[src/rtl/minsoc_reset_manager.sv]
// Reset sequencer: syncs PLL lock and reset button, debounces the button, takes software requests,
// then releases a stretched bus reset followed by the CPU reset. All outputs are registered from next state.
module minsoc_reset_manager #(
  parameter int unsigned STRETCH_CYCLES  = 16,
  parameter int unsigned CPU_DELAY       = 4,
  parameter int unsigned DEBOUNCE_CYCLES = 8,
  parameter bit          BTN_ACTIVE_LOW  = 1'b1,
  parameter bit          USE_LOCKED      = 1'b1
) (
  input  logic       clk_i,
  input  logic       rst_n_i,
  input  logic       locked_i,
  input  logic       btn_rst_i,
  input  logic       sw_rst_i,
  output logic       wb_rst_o,
  output logic       cpu_rst_o,
  output logic       ready_o,
  output logic [1:0] rst_cause_o
);

  localparam int unsigned MAX_SD  = (STRETCH_CYCLES > CPU_DELAY) ? STRETCH_CYCLES : CPU_DELAY;
  localparam int unsigned MAX_CNT = (MAX_SD > DEBOUNCE_CYCLES) ? MAX_SD : DEBOUNCE_CYCLES;
  localparam int unsigned CW      = $clog2(MAX_CNT + 1);

  localparam logic [CW-1:0] STRETCH_LAST = CW'(STRETCH_CYCLES - 1);
  localparam logic [CW-1:0] CPU_LAST     = CW'(CPU_DELAY - 1);
  localparam logic [CW-1:0] DEB_FULL     = CW'(DEBOUNCE_CYCLES);
  localparam logic          BTN_IDLE     = BTN_ACTIVE_LOW;

  localparam logic [2:0] S_HOLD      = 3'd0;
  localparam logic [2:0] S_WAIT_LOCK = 3'd1;
  localparam logic [2:0] S_STRETCH   = 3'd2;
  localparam logic [2:0] S_CPU_HOLD  = 3'd3;
  localparam logic [2:0] S_RUN       = 3'd4;

  logic [1:0]    lock_sync_q, btn_sync_q;
  logic          lock_prev_q;
  logic [CW-1:0] deb_cnt_q, deb_cnt_d;
  logic [CW-1:0] cnt_q, cnt_d;
  logic [2:0]    state_q, state_d;
  logic [1:0]    cause_q, cause_d;
  logic          wb_rst_q, wb_rst_d;
  logic          cpu_rst_q, cpu_rst_d;
  logic          ready_q, ready_d;

  logic lock_s, btn_act, btn_req, lock_lost;

  always_comb begin
    lock_s  = USE_LOCKED ? lock_sync_q[1] : 1'b1;
    btn_act = btn_sync_q[1] ^ BTN_IDLE;
    btn_req = (deb_cnt_q == DEB_FULL);
    // While waiting for lock, only a fresh drop counts as a loss, so a POR with lock still low keeps cause 00.
    lock_lost = ~lock_s & ((state_q != S_WAIT_LOCK) | lock_prev_q);

    if (!btn_act)     deb_cnt_d = '0;
    else if (btn_req) deb_cnt_d = deb_cnt_q;
    else              deb_cnt_d = deb_cnt_q + CW'(1);
  end

  always_comb begin
    state_d = state_q;
    cnt_d   = cnt_q;
    cause_d = cause_q;
    if (state_q == S_HOLD) begin
      state_d = S_WAIT_LOCK;
      cnt_d   = '0;
    end else if (lock_lost) begin
      state_d = S_WAIT_LOCK;
      cnt_d   = '0;
      cause_d = 2'b01;
    end else if (btn_req) begin
      state_d = S_WAIT_LOCK;
      cnt_d   = '0;
      cause_d = 2'b10;
    end else if (sw_rst_i && (state_q != S_WAIT_LOCK)) begin
      state_d = S_STRETCH;
      cnt_d   = '0;
      cause_d = 2'b11;
    end else begin
      case (state_q)
        S_WAIT_LOCK: begin
          if (lock_s) begin
            state_d = S_STRETCH;
            cnt_d   = '0;
          end
        end
        S_STRETCH: begin
          if (cnt_q == STRETCH_LAST) begin
            state_d = S_CPU_HOLD;
            cnt_d   = '0;
          end else begin
            cnt_d = cnt_q + CW'(1);
          end
        end
        S_CPU_HOLD: begin
          if (cnt_q == CPU_LAST) begin
            state_d = S_RUN;
            cnt_d   = '0;
          end else begin
            cnt_d = cnt_q + CW'(1);
          end
        end
        S_RUN: begin
        end
        default: begin
          state_d = S_HOLD;
          cnt_d   = '0;
        end
      endcase
    end

    wb_rst_d  = (state_d == S_HOLD) || (state_d == S_WAIT_LOCK) || (state_d == S_STRETCH);
    cpu_rst_d = (state_d != S_RUN);
    ready_d   = (state_d == S_RUN);
  end

  always_ff @(posedge clk_i) begin
    if (!rst_n_i) begin
      lock_sync_q <= 2'b00;
      lock_prev_q <= 1'b0;
      btn_sync_q  <= {2{BTN_IDLE}};
      deb_cnt_q   <= '0;
      cnt_q       <= '0;
      state_q     <= S_HOLD;
      cause_q     <= 2'b00;
      wb_rst_q    <= 1'b1;
      cpu_rst_q   <= 1'b1;
      ready_q     <= 1'b0;
    end else begin
      lock_sync_q <= {lock_sync_q[0], locked_i};
      lock_prev_q <= lock_s;
      btn_sync_q  <= {btn_sync_q[0], btn_rst_i};
      deb_cnt_q   <= deb_cnt_d;
      cnt_q       <= cnt_d;
      state_q     <= state_d;
      cause_q     <= cause_d;
      wb_rst_q    <= wb_rst_d;
      cpu_rst_q   <= cpu_rst_d;
      ready_q     <= ready_d;
    end
  end

  assign wb_rst_o    = wb_rst_q;
  assign cpu_rst_o   = cpu_rst_q;
  assign ready_o     = ready_q;
  assign rst_cause_o = cause_q;

endmodule
[config.mk]
export PLATFORM = sky130hd
export DESIGN_NAME = minsoc_reset_manager
export DESIGN_NICKNAME = d
export VERILOG_FILES = /design/src/rtl/minsoc_reset_manager.sv
export SDC_FILE = /design/constraint.sdc
export NUM_CORES = 1
export LEC_CHECK = 0
export ABC_CLOCK_PERIOD_IN_PS = 2240
export BUFFER_PORTS_ARGS = -buffer_cell sky130_fd_sc_hd__buf_2
export CORE_AREA = 2 2 47 49
export DETAILED_ROUTE_END_ITERATION = 8
export DIE_AREA = 0 0 49 51
export PLACE_DENSITY = 0.77
export SYNTH_ARGS = -nofsm -noshare
export SYNTH_HDL_FRONTEND = slang
export SYNTH_SLANG_ARGS = --single-unit
[constraint.sdc]
create_clock -name clk_i -period 2.24 [get_ports clk_i]
set_input_delay 0.224 -clock clk_i [delete_from_list [all_inputs] [get_ports clk_i]]
set_output_delay 0.224 -clock clk_i [all_outputs]
set_load 0.005 [all_outputs]
# Yosys cells after proc, flatten, opt, wreduce, memory -nomap -nowiden
# Index checks and enable logic that the tools add are counted.
# Widths: inputs -> output; s select.
dict set report classes {
  muxes 15
  n_eq_ne 13
  add_sub_neg 2
  n_bitwise 6
  n_reduce_logical 10
}
# op n
set ops {}
lappend ops {{$mux 3} 7}
lappend ops {{$pmux 5 s4} 1}
lappend ops {{$mux 5} 3}
lappend ops {{$pmux 3 s4} 1}
lappend ops {{$add 5x1->5 const B} 2}
lappend ops {{$eq 5x4->1 const B} 2}
lappend ops {{$eq 3x2->1 const B} 3}
lappend ops {{$eq 3x1->1 const B} 2}
lappend ops {{$eq 3x3->1 const B} 2}
lappend ops {{$logic_not 3->1} 2}
lappend ops {{$mux 2} 3}
lappend ops {{$eq 5x2->1 const B} 1}
lappend ops {{$reduce_or 5->1} 1}
lappend ops {{$not 1->1} 4}
lappend ops {{$reduce_and 2->1} 2}
lappend ops {{$ne 3x1->1 const B} 1}
lappend ops {{$ne 3x3->1 const B} 1}
lappend ops {{$reduce_bool 3->1} 1}
lappend ops {{$logic_or 1x1->1} 2}
lappend ops {{$ne 2x2->1 const B} 1}
lappend ops {{$reduce_or 2->1} 1}
lappend ops {{$and 1x1->1} 1}
lappend ops {{$logic_and 1x1->1} 1}
lappend ops {{$or 1x1->1} 1}
dict set report word_totals {
  wordCells 56
  inputBits 5
  register_bits 23
  out_inout_bits 5
}

# Logic depth before layout (Yosys ltp)
dict set report logic_depth {
  ltp_word 10
  depth_mapped 8
  ltp_nobuf 8
}

# Worst setup path before layout
# OpenSTA, ideal clock, no wires.
dict set report synth_path {
  path_type {register to register}
  start {register cnt_q[0]}
  end {register state_q[0]}
  path_buffers 0
  slack_ns 0.594
  arrival_time_ns 1.521
  period_less_slack_ns 1.646
  setup_time_ns 0.125
  stages_incl_launch_ff 9
  t_required_ns 2.115
  path_cell_list {dfxtp_1 > ha_1 > nand3_1 > inv_1 > ha_1 > nor2b_1 > a31oi_1 > a21oi_1 > o41a_1}
}
dict set report synth_between {
  elab_chain_len 7
  elab_cells_between_ends 9
  cone_classes {2 x eq/ne; 7 x mux}
}
# item line
set synth_lines {}
lappend synth_lines {{start: declaration} 39} ;# logic [CW-1:0] cnt_q, cnt_d;
lappend synth_lines {{start signal: assignment} 134} ;# cnt_q <= cnt_d;
lappend synth_lines {{$eq 5x2->1 / $eq 5x4->1 (equally long branches)} {96, 88}}
lappend synth_lines {{$mux 3, on equally long branches} {96, 88}}
lappend synth_lines {{$pmux 3 s4 (*)} 80} ;# case (state_q)
lappend synth_lines {{$mux 3 (*)} 75} ;# end else if (sw_rst_i && (state_q != S_WAIT_LOCK)) begin
lappend synth_lines {{$mux 3 (*)} 71} ;# end else if (btn_req) begin
lappend synth_lines {{$mux 3 (*)} 67} ;# end else if (lock_lost) begin
lappend synth_lines {{$mux 3 (*)} 64} ;# if (state_q == S_HOLD) begin
lappend synth_lines {{end signal: assignment} 135} ;# state_q <= state_d;
lappend synth_lines {{end: declaration} 40} ;# logic [2:0] state_q, state_d;
# Every way passes the cells marked *; elsewhere a longest branch is shown, timed or not.
# A chain may end at the register's enable or synchronous reset.

# Final worst setup path
# Same ends and word-level chain as after synthesis.

==> impl_metrics.py <==
metrics = {
    "logic_synthesis": {
        "synth_area_leaders": "dfxtp_1 (43%), ha_1 (5.8%), nor3_1 (4.2%)",
        "synthAdderAreaFrac_pct": 5.79,
        "muxShareOfSynthArea_pct": 1.85,
        "synth_edf_count": 0,
        "synth_compound_area_share_pct": 12.6,
        "ys.flop_type": "dfxtp_1",
        "synthCells": 120,
        "ys_async_sr_fraction_pct": 0,
        "synth-simple-area-share_pct": 28.7,
        "yosysWarnings": 0,
        "yosysTopAreaCellShare_pct": 42.6,
        "synth_top_cell_by_area": "dfxtp_1",
        "yosysSeqAreaShare_pct": 42.6,
        "netlist_area_um2": 1080,
        "synth-seq-cells": 23,
        "syn-num-nets": 130,
        "ys_types": 35,
        "syn_area_per_cell_um2": 9.00,
        "synth_top_family_by_area": "simple AND/OR/NAND/NOR gates",
        "synthXorXnorAreaFrac_pct": 3.24,
    },
    "floorplan": {
        "dieArea_um2": 2500,
        "io_pins": 10,
        "die_y_um": 51,
        "fp.dieW_um": 49,
        "rows": 17,
        "core-area_um2": 2060,
        "initial_core_util_pct": 52.3,
    },
    "global_routing": {
        "grtUsageMet2_pct": 31.3,
        "grt_max_degree": 15,
        "grt-ovfl-total": 0,
        "grt-busiest-layer": "met2",
        "antenna_found_initial": 0,
        "gr-usage-met1_pct": 21.1,
        "grt_pass1_wl_um": 3460,
        "use_met3_pct": 3.51,
        "grtUsageTotal_pct": 18.1,
        "first_global_vias": 831,
    },
    "routing": {
        "antenna_left": 0,
        "drt-total-wl_um": 1920,
        "drc": 0,
        "viasPerCell": 5.37,
        "vias": 843,
        "first_iter_violations": 14,
        "drt_pass1_iterations": 4,
        "wl_per_cell_um": 12.2,
    },
    "final_layout": {
        "final_common_cell": "dfxtp_1",
        "drive_gt1_share_pct": 14.0,
        "mostFrequentLayoutCells": "dfxtp_1 (23), nor2_1 (11), inv_1 (9), nor3_1 (9), buf_2 (9)",
        "multi_input_area_um2": 564,
        "diodes": 0,
        "nets": 140,
        "final_core_util_pct": 56.8,
        "nFillCells": 196,
        "layout.cells.non_filler": 157,
        "area_delta_synth_final_pct": 8.57,
        "seqCellArea_um2": 460,
    },
    "critical_path": {
        "reg2reg_depth": 8,
        "worstPathRequired_ns": 2.43,
        "start_kind": "register",
        "regToRegSetupSlack_ns": 0.41,
        "timing.rr.start": "cnt_q[0]",
        "crit_path_end_kind": "register",
        "worstPathArrival_ns": 2.02,
        "critPathKind": "reg2reg",
        "critPathMaxFanout": 4,
        "r2r-end": "state_q[0]",
    },
    "placement": {
        "dp_slack_ns": 0.451,
        "place.gp.congestion": 0.882,
        "dpl.hpwl_um": 1380,
        "dp.cells": 153,
        "port-buffer-count": 9,
    },
    "sta": {
        "hold_viol": 0,
        "finalWorstSetupSlack_ns": 0.414,
        "drv_slew": 0,
        "fmax_ghz": 0.548,
        "period_needed_ns": 1.83,
        "setup_viol": 0,
        "rsz0062_at_grt": "no",
        "slew_headroom_pct": 67.2,
        "worst_pin_slew_ns": 0.486,
        "hold_slack_ns": 0.107,
        "period_share_pct": 81.5,
        "finalClockSkew_ns": 0.00328,
        "setup_tns_ns": 0,
    },
    "pwr": {
        "power_density_nw_per_um2": 608,
        "switching_power_uw": 181,
        "switching_share_pct": 25.3,
        "peakVddDrop_mv": 0.342,
        "power_frac_clock_pct": 25.5,
        "seq_power_share_pct": 61.8,
        "p_leak_uw": 0.000443,
        "combPwrFrac_pct": 12.6,
        "power.internal_uw": 532,
    },
    "clock_tree": {
        "clock_latency_ns": 0.30,
        "postCtsHoldBufs": 0,
        "cts_tree": "built",
        "ctsResizeCount": 0,
        "path_clk_slew_ns": 0.11,
        "htreeDepth": 1,
        "clk_path_buf_depth": 2,
        "clock_sinks": 23,
        "root_buffer": "clkbuf_4",
        "postCtsSetupBuffers": 0,
        "cts_buffers": 3,
    },
    "hold_path": {
        "holdPathStages": 2,
        "hold_start": "btn_rst_i",
        "holdPathEnd": "btn_sync_q[0]",
        "hp-class": "in2reg",
    },
    "job": {
        "drv_cap": 0,
    },
    "outcome": {
        "status": "finished clean",
    },
}
-- metrics by stage --
| step | total power, µW | cell area (µm²) |
|---|---|---|
| CTS | 720 | 1170 |
| floorplan | 517 | 1080 |
| global placement | 537 | 1150 |
| finish | 713 | 1170 |
| global route | 757 | 1170 |
| detailed placement | 539 | 1150 |
-- cell families (layout without fill, tap and decap cells) --
family / after synthesis / count (layout)
multiplexers: 2 / 2
XOR/XNOR: 4 / 4
adder cells (fa/ha/maj): 5 / 5
flip-flops: 23 / 23
AO/OA/AOI/OAI: 20 / 20
AND/OR/NAND/NOR: 52 / 52
buffers and inverters: 14 / 23
-- how the worst max path moves through the flow --
stage	start	to	slack, ns	cells past startpoint
finish	cnt_q[0]	state_q[0]	0.41	8
global route	cnt_q[0]	state_q[0]	0.28	8
CTS	cnt_q[0]	state_q[0]	0.41	8
detailed placement	cnt_q[0]	state_q[0]	0.45	8
global placement	cnt_q[0]	state_q[0]	0.51	8
floorplan	cnt_q[0]	state_q[0]	0.59	8
-- area by class of cell --
| cell class | instances | area share (%) |
|---|---|---|
| Multi-Input combinational cell | 83 | 48.1 |
| Sequential cell | 23 | 39.3 |
| Timing Repair Buffer | 10 | 4.48 |
| Tap cell | 28 | 2.99 |
| Inverter | 9 | 2.88 |
| Clock buffer | 4 | 2.24 |
-- power by group through the flow --
stage | clock network, µW | registers, µW | logic (µW)
finish | 182 | 441 | 90.0
global route | 210 | 445 | 103
CTS | 190 | 440 | 90.8
detailed placement | 0 | 449 | 89.9
global placement | 0 | 448 | 88.2
floorplan | 0 | 438 | 79.2
-- metal layers --
metal | wire length (µm) | vias to the layer above
met5 | 0 | -
met4 | 52 | 0
met3 | 54 | 6
met2 | 910 | 15
met1 | 904 | 381
li1 | - | 441
-- synth_stat cells (2+ instances only) --
cell / number
nand3_1: 4
and4b_1: 2
xnor2_1: 2
a21oi_1: 6
nand2_1: 2
nor3b_1: 3
ha_1: 5
inv_1: 9
clkbuf_1: 3
o221ai_1: 2
a31oi_1: 2
o21ai_0: 3
mux2i_1: 2
dfxtp_1: 23
or3_1: 2
and2_1: 4
nor2b_1: 3
buf_2: 2
nor2_1: 11
nor3_1: 9
nand2b_1: 4
xor2_1: 2
a211oi_1: 3
-- sequential cells by signal (all words and copies together), names as in the netlist --
| signal | flops |
|---|---|
| cpu_rst_o | 1 |
| btn_sync_q | 2 |
| lock_sync_q | 2 |
| ready_o | 1 |
| cnt_q | 5 |
| state_q | 3 |
| rst_cause_o | 2 |
| lock_prev_q | 1 |
| deb_cnt_q | 5 |
| wb_rst_o | 1 |
-- critical path, stage by stage (launching register included) --
cell and delay [ns]:
dfxtp_1 0.35, ha_1 0.24, nand3_1 0.12, inv_1 0.06, ha_1 0.16, nor2b_1 0.16, a31oi_1 0.19, a21oi_1 0.11
o41a_1 0.33
Power figures use the tool's default switching activity.
